$ cat config.mk
export PLATFORM = sky130hd
export DESIGN_NAME = mem_seq_master
export DESIGN_NICKNAME = d
export VERILOG_FILES = /design/src/rtl/mem_seq_master.sv
export SDC_FILE = /design/constraint.sdc
export NUM_CORES = 1
export LEC_CHECK = 0
export ABC_CLOCK_PERIOD_IN_PS = 2800
export CORE_MARGIN = 1
export CORE_UTILIZATION = 30
export DETAILED_ROUTE_END_ITERATION = 8
export DONT_BUFFER_PORTS = 1
export GPL_ROUTABILITY_DRIVEN = 0
export SETUP_SLACK_MARGIN = 0.4
export SYNTH_ARGS = -nofsm -noshare
export SYNTH_HDL_FRONTEND = slang
export SYNTH_SLANG_ARGS = --single-unit
$ cat constraint.sdc
create_clock -name clk -period 2.8 [get_ports clk]
set_input_delay 0.56 -clock clk [delete_from_list [all_inputs] [get_ports clk]]
set_output_delay 0.56 -clock clk [all_outputs]
set_load 0.005 [all_outputs]
$ cat src/rtl/mem_seq_master.sv
// Pattern write / read-back sequencer for a single-port valid/ready memory.
// Data for address A is (seed + A) mod 2^WIDTH; windows wrap modulo DEPTH.
module mem_seq_master #(
    parameter int WIDTH      = 8,
    parameter int DEPTH      = 32,
    parameter int ADDR_WIDTH = $clog2(DEPTH)
) (
    input  logic                  clk,
    input  logic                  res,
    input  logic                  start,
    input  logic [1:0]            mode,
    input  logic [ADDR_WIDTH-1:0] start_addr,
    input  logic [ADDR_WIDTH:0]   count,
    input  logic [WIDTH-1:0]      seed,
    output logic                  valid,
    output logic                  wr_rd,
    output logic [ADDR_WIDTH-1:0] addr,
    output logic [WIDTH-1:0]      wdata,
    input  logic [WIDTH-1:0]      rdata,
    input  logic                  ready,
    output logic                  busy,
    output logic                  done,
    output logic                  pass,
    output logic [ADDR_WIDTH:0]   err_count,
    output logic [ADDR_WIDTH-1:0] fail_addr,
    output logic [WIDTH-1:0]      fail_data
);

    localparam int CW = ADDR_WIDTH + 1;
    localparam logic [CW-1:0]         DEPTH_C   = CW'(DEPTH);
    localparam logic [CW-1:0]         ERR_MAX   = {CW{1'b1}};
    localparam logic [CW-1:0]         CNT_ZERO  = {CW{1'b0}};
    localparam logic [ADDR_WIDTH-1:0] ADDR_ZERO = {ADDR_WIDTH{1'b0}};
    localparam logic [ADDR_WIDTH-1:0] LAST_ADDR = ADDR_WIDTH'(DEPTH - 1);
    localparam logic [WIDTH-1:0]      DATA_ZERO = {WIDTH{1'b0}};

    localparam logic [1:0] MODE_WR_RD   = 2'd0;
    localparam logic [1:0] MODE_CONSEC  = 2'd1;
    localparam logic [1:0] MODE_RD_ONLY = 2'd3;

    typedef enum logic [1:0] {
        ST_IDLE  = 2'd0,
        ST_WRITE = 2'd1,
        ST_READ  = 2'd2,
        ST_DONE  = 2'd3
    } state_e;

    function automatic logic [WIDTH-1:0] pattern(input logic [WIDTH-1:0]      s,
                                                 input logic [ADDR_WIDTH-1:0] a);
        return s + WIDTH'(a);
    endfunction

    function automatic logic [ADDR_WIDTH-1:0] addr_inc(input logic [ADDR_WIDTH-1:0] a);
        return (a == LAST_ADDR) ? ADDR_ZERO : a + ADDR_WIDTH'(1);
    endfunction

    function automatic logic [CW-1:0] clamp_len(input logic [CW-1:0] c);
        return (c == CNT_ZERO || c > DEPTH_C) ? DEPTH_C : c;
    endfunction

    state_e                state_q, state_d;
    logic [1:0]            mode_q, mode_d;
    logic [WIDTH-1:0]      seed_q, seed_d;
    logic [ADDR_WIDTH-1:0] base_q, base_d;
    logic [CW-1:0]         len_q, len_d;
    logic [CW-1:0]         idx_q, idx_d;
    logic                  valid_q, valid_d;
    logic                  wr_rd_q, wr_rd_d;
    logic [ADDR_WIDTH-1:0] addr_q, addr_d;
    logic [WIDTH-1:0]      wdata_q, wdata_d;
    logic                  busy_q, busy_d;
    logic                  done_q, done_d;
    logic                  pass_q, pass_d;
    logic [CW-1:0]         err_q, err_d;
    logic [ADDR_WIDTH-1:0] fail_addr_q, fail_addr_d;
    logic [WIDTH-1:0]      fail_data_q, fail_data_d;

    logic                  handshake;
    logic                  last_word;
    logic                  mismatch;
    logic                  run_end;
    logic [ADDR_WIDTH-1:0] addr_next;

    assign handshake = valid_q && ready;
    assign last_word = (idx_q == len_q - CW'(1));
    assign addr_next = addr_inc(addr_q);
    assign mismatch  = (rdata != pattern(seed_q, addr_q));

    // Sequencer: next request, phase changes and error tracking.
    always_comb begin
        state_d     = state_q;
        mode_d      = mode_q;
        seed_d      = seed_q;
        base_d      = base_q;
        len_d       = len_q;
        idx_d       = idx_q;
        valid_d     = valid_q;
        wr_rd_d     = wr_rd_q;
        addr_d      = addr_q;
        wdata_d     = wdata_q;
        busy_d      = busy_q;
        done_d      = 1'b0;
        pass_d      = pass_q;
        err_d       = err_q;
        fail_addr_d = fail_addr_q;
        fail_data_d = fail_data_q;
        run_end     = 1'b0;

        case (state_q)
            ST_IDLE: begin
                if (start) begin
                    mode_d      = mode;
                    seed_d      = seed;
                    base_d      = start_addr;
                    len_d       = clamp_len(count);
                    idx_d       = CNT_ZERO;
                    busy_d      = 1'b1;
                    valid_d     = 1'b1;
                    addr_d      = start_addr;
                    pass_d      = 1'b0;
                    err_d       = CNT_ZERO;
                    fail_addr_d = ADDR_ZERO;
                    fail_data_d = DATA_ZERO;
                    if (mode == MODE_RD_ONLY) begin
                        state_d = ST_READ;
                        wr_rd_d = 1'b0;
                        wdata_d = DATA_ZERO;
                    end else begin
                        state_d = ST_WRITE;
                        wr_rd_d = 1'b1;
                        wdata_d = pattern(seed, start_addr);
                    end
                end else begin
                    busy_d = 1'b0;
                end
            end
            ST_WRITE: begin
                if (handshake) begin
                    if (mode_q == MODE_CONSEC) begin
                        state_d = ST_READ;
                        wr_rd_d = 1'b0;
                        wdata_d = DATA_ZERO;
                    end else if (!last_word) begin
                        addr_d  = addr_next;
                        idx_d   = idx_q + CW'(1);
                        wdata_d = pattern(seed_q, addr_next);
                    end else if (mode_q == MODE_WR_RD) begin
                        state_d = ST_READ;
                        addr_d  = base_q;
                        idx_d   = CNT_ZERO;
                        wr_rd_d = 1'b0;
                        wdata_d = DATA_ZERO;
                    end else begin
                        run_end = 1'b1;
                    end
                end else begin
                    state_d = ST_WRITE;
                end
            end
            ST_READ: begin
                if (handshake) begin
                    if (mismatch) begin
                        err_d = (err_q == ERR_MAX) ? err_q : err_q + CW'(1);
                        if (err_q == CNT_ZERO) begin
                            fail_addr_d = addr_q;
                            fail_data_d = rdata;
                        end else begin
                            fail_addr_d = fail_addr_q;
                        end
                    end else begin
                        err_d = err_q;
                    end
                    if (last_word) begin
                        run_end = 1'b1;
                    end else begin
                        addr_d = addr_next;
                        idx_d  = idx_q + CW'(1);
                        if (mode_q == MODE_CONSEC) begin
                            state_d = ST_WRITE;
                            wr_rd_d = 1'b1;
                            wdata_d = pattern(seed_q, addr_next);
                        end else begin
                            state_d = ST_READ;
                        end
                    end
                end else begin
                    state_d = ST_READ;
                end
            end
            ST_DONE: begin
                state_d = ST_IDLE;
                busy_d  = 1'b0;
            end
            default: begin
                state_d = ST_IDLE;
                valid_d = 1'b0;
                wr_rd_d = 1'b0;
                addr_d  = ADDR_ZERO;
                wdata_d = DATA_ZERO;
                busy_d  = 1'b0;
            end
        endcase

        // The DONE cycle already presents idle request signals.
        if (run_end) begin
            state_d = ST_DONE;
            valid_d = 1'b0;
            wr_rd_d = 1'b0;
            addr_d  = ADDR_ZERO;
            wdata_d = DATA_ZERO;
            done_d  = 1'b1;
            pass_d  = (err_d == CNT_ZERO);
        end else begin
            done_d = 1'b0;
        end
    end

    // State and output registers with synchronous reset.
    always_ff @(posedge clk) begin
        if (res) begin
            state_q     <= ST_IDLE;
            mode_q      <= 2'd0;
            seed_q      <= DATA_ZERO;
            base_q      <= ADDR_ZERO;
            len_q       <= CNT_ZERO;
            idx_q       <= CNT_ZERO;
            valid_q     <= 1'b0;
            wr_rd_q     <= 1'b0;
            addr_q      <= ADDR_ZERO;
            wdata_q     <= DATA_ZERO;
            busy_q      <= 1'b0;
            done_q      <= 1'b0;
            pass_q      <= 1'b0;
            err_q       <= CNT_ZERO;
            fail_addr_q <= ADDR_ZERO;
            fail_data_q <= DATA_ZERO;
        end else begin
            state_q     <= state_d;
            mode_q      <= mode_d;
            seed_q      <= seed_d;
            base_q      <= base_d;
            len_q       <= len_d;
            idx_q       <= idx_d;
            valid_q     <= valid_d;
            wr_rd_q     <= wr_rd_d;
            addr_q      <= addr_d;
            wdata_q     <= wdata_d;
            busy_q      <= busy_d;
            done_q      <= done_d;
            pass_q      <= pass_d;
            err_q       <= err_d;
            fail_addr_q <= fail_addr_d;
            fail_data_q <= fail_data_d;
        end
    end

    assign valid     = valid_q;
    assign wr_rd     = wr_rd_q;
    assign addr      = addr_q;
    assign wdata     = wdata_q;
    assign busy      = busy_q;
    assign done      = done_q;
    assign pass      = pass_q;
    assign err_count = err_q;
    assign fail_addr = fail_addr_q;
    assign fail_data = fail_data_q;

endmodule

==> summary.txt, run 1 <==
Clock network
  – Hold_buf cts: 0
  – CTS tree: done
  – Clk pin slew, worst setup/hold paths: 0.05 ns
  – H-tree Lvls: 3
  – Root Driver: clkbuf_16
  – Worst skew pair latency: about 0.34 ns
  – Clock sink count: 66
  – Total CTS buffers: 9
  – Max Buffers Root-to-Sink: 2

Setup path
  – Cell family with most CP delay: compound AO/OA/AOI/OAI gates
  – Slowest cell on crit path: or4_4
  – Delay of the slowest critical-path stage: between 0.4 and 0.5 ns
  – Worst Setup Path Type: reg2reg
  – Worst path buffer plus inverter count: 1
  – CP startpoint kind: flop
  – Req. time, crit path: just over 3 ns
  – CP cell instances: ha_4 > fa_2 > xnor2_2 > xnor2_1 > or4_4 > a2111oi_4 > buf_6 > o31a_1 > o21ai_1 > a211oi_2 > a31o_1
  – CP Max Fanout: 7
  – Worst EP arrival: 3.04 ns
  – CP Capture Type: flop

Logic synthesis
  – Sequential element share of the synthesized area: about a third
  – Post-synth EDFFs: 0
  – Yosys warning total: 0
  – Ys async rst share: 0%
  – Synthesized Nets: 589
  – Synthesized cell area: 0.00418 mm2
  – Syn_area_per_cell: ~7.9 um2
  – Distinct cells, synth: about 60
  – Top FF cell, synth: dfxtp_1
  – Post-Synthesis Cells: between 500 and 600
  – Flops & latches, synth: 66

Power and ir drop
  – Sw Ratio: 40.8%
  – Overall power: 5.28 mW
  – Clock power share: 21.2%
  – Flop pwr share: approximately 25%
  – Worst VDD drop: about 0.42 mV
  – Pleak: 2.06 nW
  – Switch Pwr: 2.15 mW
  – Pwr dens: 957 mW/mm2
  – Combinational group share of total power: between 50% and 60%
  – Int Pwr: 3.13 mW

Place
  – Post-Place Setup Slack: 0.0352 ns
  – HPWL after detailed placement: 8750 um
  – Placed cell areas: 0.00460 mm2
  – IO buf count: 0

Layout
  – Synth-to-Final Area Change: 31.9%
  – Fin area: ~0.0055 mm2
  – Share of layout cells above drive strength 1: 29.7%
  – Final #Nets: 626
  – Antenna Cells: 0
  – Fillers: 1322

Global routing
  – Met1 usage: 20.8%
  – Met3 Use GR: approximately 6%
  – GRT busiest layer: met2
  – Pin count of the biggest net entering global routing: 52
  – Vias in the first global route: 3901
  – First-pass GRT wire length: 19700 um
  – GRT Overall Usage: 17.6%
  – Initial antenna violation count: 0
  – Global routing usage on met2: 28.3%
  – Remaining global-route overflow: 0

Die
  – Row cnt: 42
  – Top Ports: 70
  – Core Area: 0.0134 mm2
  – Die height: 120 um
  – Starting Density: a little under a third
  – Die area: 0.0144 mm2
  – Die width: approximately 120 um

STA
  – Slew Viols, Final: 0
  – Worst hold slack: between 0.2 and 0.3 ns
  – Worst Skew: slightly above 0.006 ns
  – Setup_tns: 0 ns
  – Final worst-path cycle share: 98.4%
  – RSZ-0062 raised after global routing: yes
  – Final setup margin: 0.0460 ns
  – Final setup fails: 0
  – Max Clk Rate: 0.363 GHz
  – Hold Vio Cnt, Final: 0
  – Min cycle time layout: 2.75 ns
  – Max_slew headroom: 55.7%
  – Slew @ Worst Pin: 0.660 ns

Route
  – Via density: 5.36
  – Total number of vias: 3991
  – Avg WL per Cell: 16.9 um
  – Routed Antenna Nets: 0
  – First DRT Iteration DRCs: 262
  – Residual DRC: 0
  – Post-Route WL: 12600 um
  – DRT Pass-1 Iters: 4

Hold path
  – Worst hold path type: in2reg

Outcome
  – Status: completed

Run
  – Max-Cap Viols: 0
## cells in the mapped netlist, drive strengths merged (10+ instances only)
| cell type | number | area (um2) |
|---|---|---|
| clkbuf | 19 | 72.6 |
| xnor2 | 22 | 193 |
| a21o | 10 | 75.1 |
| nand2 | 77 | 294 |
| dfxtp | 66 | 1320 |
| xor2 | 10 | 87.6 |
| nand3 | 27 | 135 |
| a21oi | 60 | 300 |
| nor2 | 54 | 213 |
| inv | 17 | 63.8 |
| mux2i | 11 | 110 |
| ha | 25 | 313 |
| o21ai | 20 | 100 |
## power groups by stage
stage | clock network (mW) | logic, mW | registers [mW]
2_1_floorplan | 0 | 1.66 | 1.28
3_3_place_gp | 0 | 2.26 | 1.30
3_5_place_dp | 0 | 2.29 | 1.31
4_1_cts | 1.14 | 2.51 | 1.29
5_1_grt | 1.18 | 3.12 | 1.32
6_report | 1.12 | 2.87 | 1.30
## metrics by stage
step	util, %	instances
global placement	34.3	705
detailed placement	34.3	705
global route	41.2	745
finish	41.2	745
floorplan	-	528
CTS	38.4	736
## flip-flops by register name (all words and copies together) (netlist names)
signal / count
wdata: 8
fail_data: 8
wr_rd: 1
mode_q: 2
pass: 1
len_q: 6
valid: 1
base_q: 5
state_q: 2
idx_q: 6
err_count: 6
seed_q: 8
fail_addr: 5
addr: 5
done: 1
busy: 1
## cells in the final DEF (no fill, tap or decap), types with 4 or more instances in the layout
| master | count |
|---|---|
| nor2_4 | 5 |
| nor2b_1 | 5 |
| nand2_1 | 71 |
| o21ai_0 | 14 |
| ha_4 | 5 |
| nor3_1 | 5 |
| inv_1 | 15 |
| dfxtp_4 | 5 |
| nor2_1 | 48 |
| dfxtp_2 | 5 |
| xor2_1 | 8 |
| nor2b_4 | 4 |
| ha_1 | 16 |
| a211o_1 | 5 |
| buf_4 | 37 |
| o22ai_1 | 7 |
| nand3_2 | 11 |
| a21oi_1 | 44 |
| xnor2_1 | 20 |
| ha_2 | 4 |
| nor4_1 | 4 |
| a22oi_1 | 6 |
| dfxtp_1 | 56 |
| a21o_1 | 10 |
| buf_6 | 11 |
| mux2i_1 | 11 |
| nand3_1 | 16 |
| clkbuf_16 | 9 |
| nand3b_1 | 6 |
| nand2_2 | 4 |
| a21oi_2 | 16 |
## cell families (layout without fill, tap and decap cells)
family | count (synthesis) | after routing | share of synthesized area [%]
AND/OR/NAND/NOR | 209 | 211 | 23.6
AO/OA/AOI/OAI | 135 | 135 | 21.1
flip-flops | 66 | 66 | 31.6
buffers and inverters | 43 | 82 | 4.28
XOR/XNOR | 32 | 32 | 6.70
adder cells (fa/ha/maj) | 28 | 28 | 8.91
multiplexers | 15 | 15 | 3.80
## layout make-up
type	instances	area, um2	share of cell area (%)
clock buffers	12	246	4.47
clock inverters	3	40.0	0.725
multi-input cells	421	3160	57.2
flip-flops and latches	66	1350	24.4
well taps	176	220	3.99
inverters	17	66.3	1.20
repair buffers	50	442	8.00
## path summary, 6_finish.rpt
| check | start | to | slack [ns] | cells past startpoint |
|---|---|---|---|---|
| worst max register to register | addr[0] | pass | 0.05 | 11 |
| worst min-delay path | res | fail_addr[2] | 0.28 | 1 |
| worst max-delay path | addr[0] | pass | 0.05 | 11 |
| worst min register to register | base_q[1] | base_q[1] | 0.45 | 2 |
## repair_timing
item                                    CTS  global route
pin swaps                                20            42
buffers inserted                         15             7
resized for setup                        39            74
cloned                                    1             2
endpoints found under the setup margin   40            43
## metal layers
layer / part of all wire [%] / vias up / routed length (um)
met1: 41 / 1922 / 5130
met2: 49 / 118 / 6120
met4: 3.0 / 0 / 380
met3: 7.8 / 26 / 979
met5: 0 / - / 0
li1: - / 1925 / -
Power figures use the tool's default switching activity.
==> run 2, diff against run 1 <==
--- a/config.mk
+++ b/config.mk
@@ -7,10 +7,13 @@
 export LEC_CHECK = 0
 export ABC_CLOCK_PERIOD_IN_PS = 2800
 export CORE_MARGIN = 1
-export CORE_UTILIZATION = 30
+export CORE_UTILIZATION = 58
+export CTS_CLUSTER_SIZE = 8
 export DETAILED_ROUTE_END_ITERATION = 8
 export DONT_BUFFER_PORTS = 1
 export GPL_ROUTABILITY_DRIVEN = 0
+export HOLD_SLACK_MARGIN = 0.06
+export PLACE_DENSITY = 0.76
 export SETUP_SLACK_MARGIN = 0.4
 export SYNTH_ARGS = -nofsm -noshare
 export SYNTH_HDL_FRONTEND = slang
==> run 2 against run 1 <==
Effect of this change: global-route usage increased by 13 points; first-iteration DRC count is 23% higher; worst setup slack got worse by 0.0029 ns; critical path type unchanged; critical endpoint unchanged.
==> summary.txt, run 2 (synthesized netlist as in run 1, its figures left out) <==
Setup path
  – CP startpoint kind: flop
  – CP Max Fanout: 7
  – Reg2Reg Depth: 11
  – Worst setup path endpoint: pass
  – Worst Setup Path Type: reg2reg
  – R2R Setup Slk: around 0.043 ns
  – CP Capture Type: flop
  – Worst EP arrival: 3.01 ns
  – Reg2reg start: addr[0]
  – Critical Path Start: addr[0]
  – Reg-to-reg endpoint: pass
  – Req. time, crit path: 3.05 ns

Place
  – HPWL after detailed placement: 7800 um
  – Placed cell areas: 0.00442 mm2
  – IO buf count: 0

Clock network
  – Hold_buf cts: 0
  – Total CTS buffers: 9
  – Max Buffers Root-to-Sink: 2
  – Root Driver: clkbuf_8
  – Clk pin slew, worst setup/hold paths: 0.07 ns
  – Worst skew pair latency: 0.36 ns
  – CTS tree: done
  – Clock sink count: 66
  – H-tree Lvls: 3

Outcome
  – Status: completed

STA
  – Worst hold slack: 0.270 ns
  – Max Clk Rate: 0.363 GHz
  – Final setup fails: 0
  – Slew Viols, Final: 0
  – Final worst-path cycle share: 98.5%
  – Max_slew headroom: 27.7%
  – Min cycle time layout: 2.76 ns
  – RSZ-0062 raised after global routing: yes
  – Worst Skew: 0.0113 ns
  – Hold Vio Cnt, Final: 0
  – Slew @ Worst Pin: 1.07 ns

Global routing
  – Pin count of the biggest net entering global routing: 52
  – Initial antenna violation count: 0
  – Remaining global-route overflow: 0
  – First-pass GRT wire length: around 18000 um
  – GRT Overall Usage: 30.8%
  – Vias in the first global route: 3852

Die
  – Die width: approximately 87 um
  – Die area: 0.00756 mm2
  – Starting Density: ~61%
  – Top Ports: 70
  – Die height: approximately 87 um
  – Core Area: 0.00687 mm2
  – Row cnt: 30

Route
  – DRT Pass-1 Iters: 5
  – Post-Route WL: 12200 um
  – Via density: 6.22
  – Total number of vias: 4080
  – Avg WL per Cell: 18.6 um
  – Routed Antenna Nets: 0
  – Residual DRC: 0
  – First DRT Iteration DRCs: 323

Run
  – Max-Cap Viols: 0

Layout
  – Antenna Cells: 0
  – Share of layout cells above drive strength 1: a little over a quarter
  – Final #Nets: approximately 620
  – Synth-to-Final Area Change: 24.8%
  – Most common cell after layout, fill and taps aside: nand2_1
  – Most frequent cells in the layout: nand2_1, dfxtp_1, a21oi_1
  – Fin area: about 0.0052 mm2
  – Layout Utilization: between 70 and 80%

Power and ir drop
  – Pleak: 1.97 nW
  – Worst VDD drop: ~0.35 mV
  – Overall power: between 4 and 5 mW
  – Pwr dens: between 900 and 1000 mW/mm2

Hold path
  – Worst hold path type: in2reg
==> run 2: changes by cell type in the layout (fill, tap and decap cells not counted), sizes merged <==
cell,previous run,this run
clkbuf,12,15
bufinv,1,0
buf,50,39
==> run 2: through the flow <==
stage / setup slack, ns / setup TNS [ns] / instances
detailed placement: -0.0188 / -0.0300 / 618
floorplan: 0.125 / 0 / 528
global placement: 0.0737 / 0 / 618
global route: -0.0633 / -0.160 / 656
finish: 0.0432 / 0 / 656
CTS: 0.0888 / 0 / 650
==> run 2: final cells by class <==
type / count / area, um2
clock buffers: 14 / 173
clock inverters: 2 / 10.0
fillers: 496 / 1650
inverters: 17 / 66.3
multi-input cells: 421 / 3150
flip-flops and latches: 66 / 1340
well taps: 96 / 120
repair buffers: 40 / 358
==> run 2: worst min path at each step <==
stage	slack, ns	cells after the start	startpoint	to
after floorplan	0.43	2	base_q[0]	base_q[0]
after global placement	0.44	2	base_q[3]	base_q[3]
after detailed placement	0.44	2	base_q[0]	base_q[0]
after CTS	0.26	1	res	state_q[0]
after global routing	0.26	1	res	state_q[0]
final	0.27	1	res	state_q[0]
==> run 2: report_power, final <==
group | internal, mW | switching (mW)
Sequential | 1.12 | 0.192
Clock | 0.393 | 0.384
Combinational | 1.22 | 1.55
Total | 2.74 | 2.12
==> run 2: critical path, cell delays in order (launching register included) <==
cell	delay (ns)
dfxtp_4	0.36
ha_4	0.16
fa_2	0.36
xnor2_1	0.22
xnor2_1	0.08
or4_4	0.43
a2111oi_4	0.22
buf_6	0.22
nor2_4	0.08
mux2i_1	0.21
a211oi_2	0.06
a31o_1	0.22
==> run 2: timing repair <==
| action | 4_1_cts | 5_1_grt |
|---|---|---|
| setup buffers | 13 | 6 |
| gates resized for setup | 41 | 63 |
| pin swaps | 15 | 33 |
| gates cloned | 3 | 0 |
| endpoints found under the setup margin | 41 | 42 |
==> run 2: layer usage <==
| layer | global-route usage [%] | wire (um) | vias to the layer above | part of all wire (%) |
|---|---|---|---|---|
| li1 | - | - | 1915 | - |
| met1 | 37.9 | 4870 | 1964 | 40 |
| met2 | 51.5 | 6240 | 177 | 51 |
| met3 | 6.26 | 818 | 24 | 6.7 |
| met4 | 14.7 | 248 | 0 | 2.0 |
| met5 | 0 | 0 | - | 0 |
==> run 3, diff against run 2 <==
--- a/config.mk
+++ b/config.mk
@@ -8,6 +8,7 @@
 export ABC_CLOCK_PERIOD_IN_PS = 2800
 export CORE_MARGIN = 1
 export CORE_UTILIZATION = 58
+export CTS_CLUSTER_DIAMETER = 50
 export CTS_CLUSTER_SIZE = 8
 export DETAILED_ROUTE_END_ITERATION = 8
 export DONT_BUFFER_PORTS = 1
==> results of run 3 <==
Final layout, timing and power as in run 2 (identical DEF).
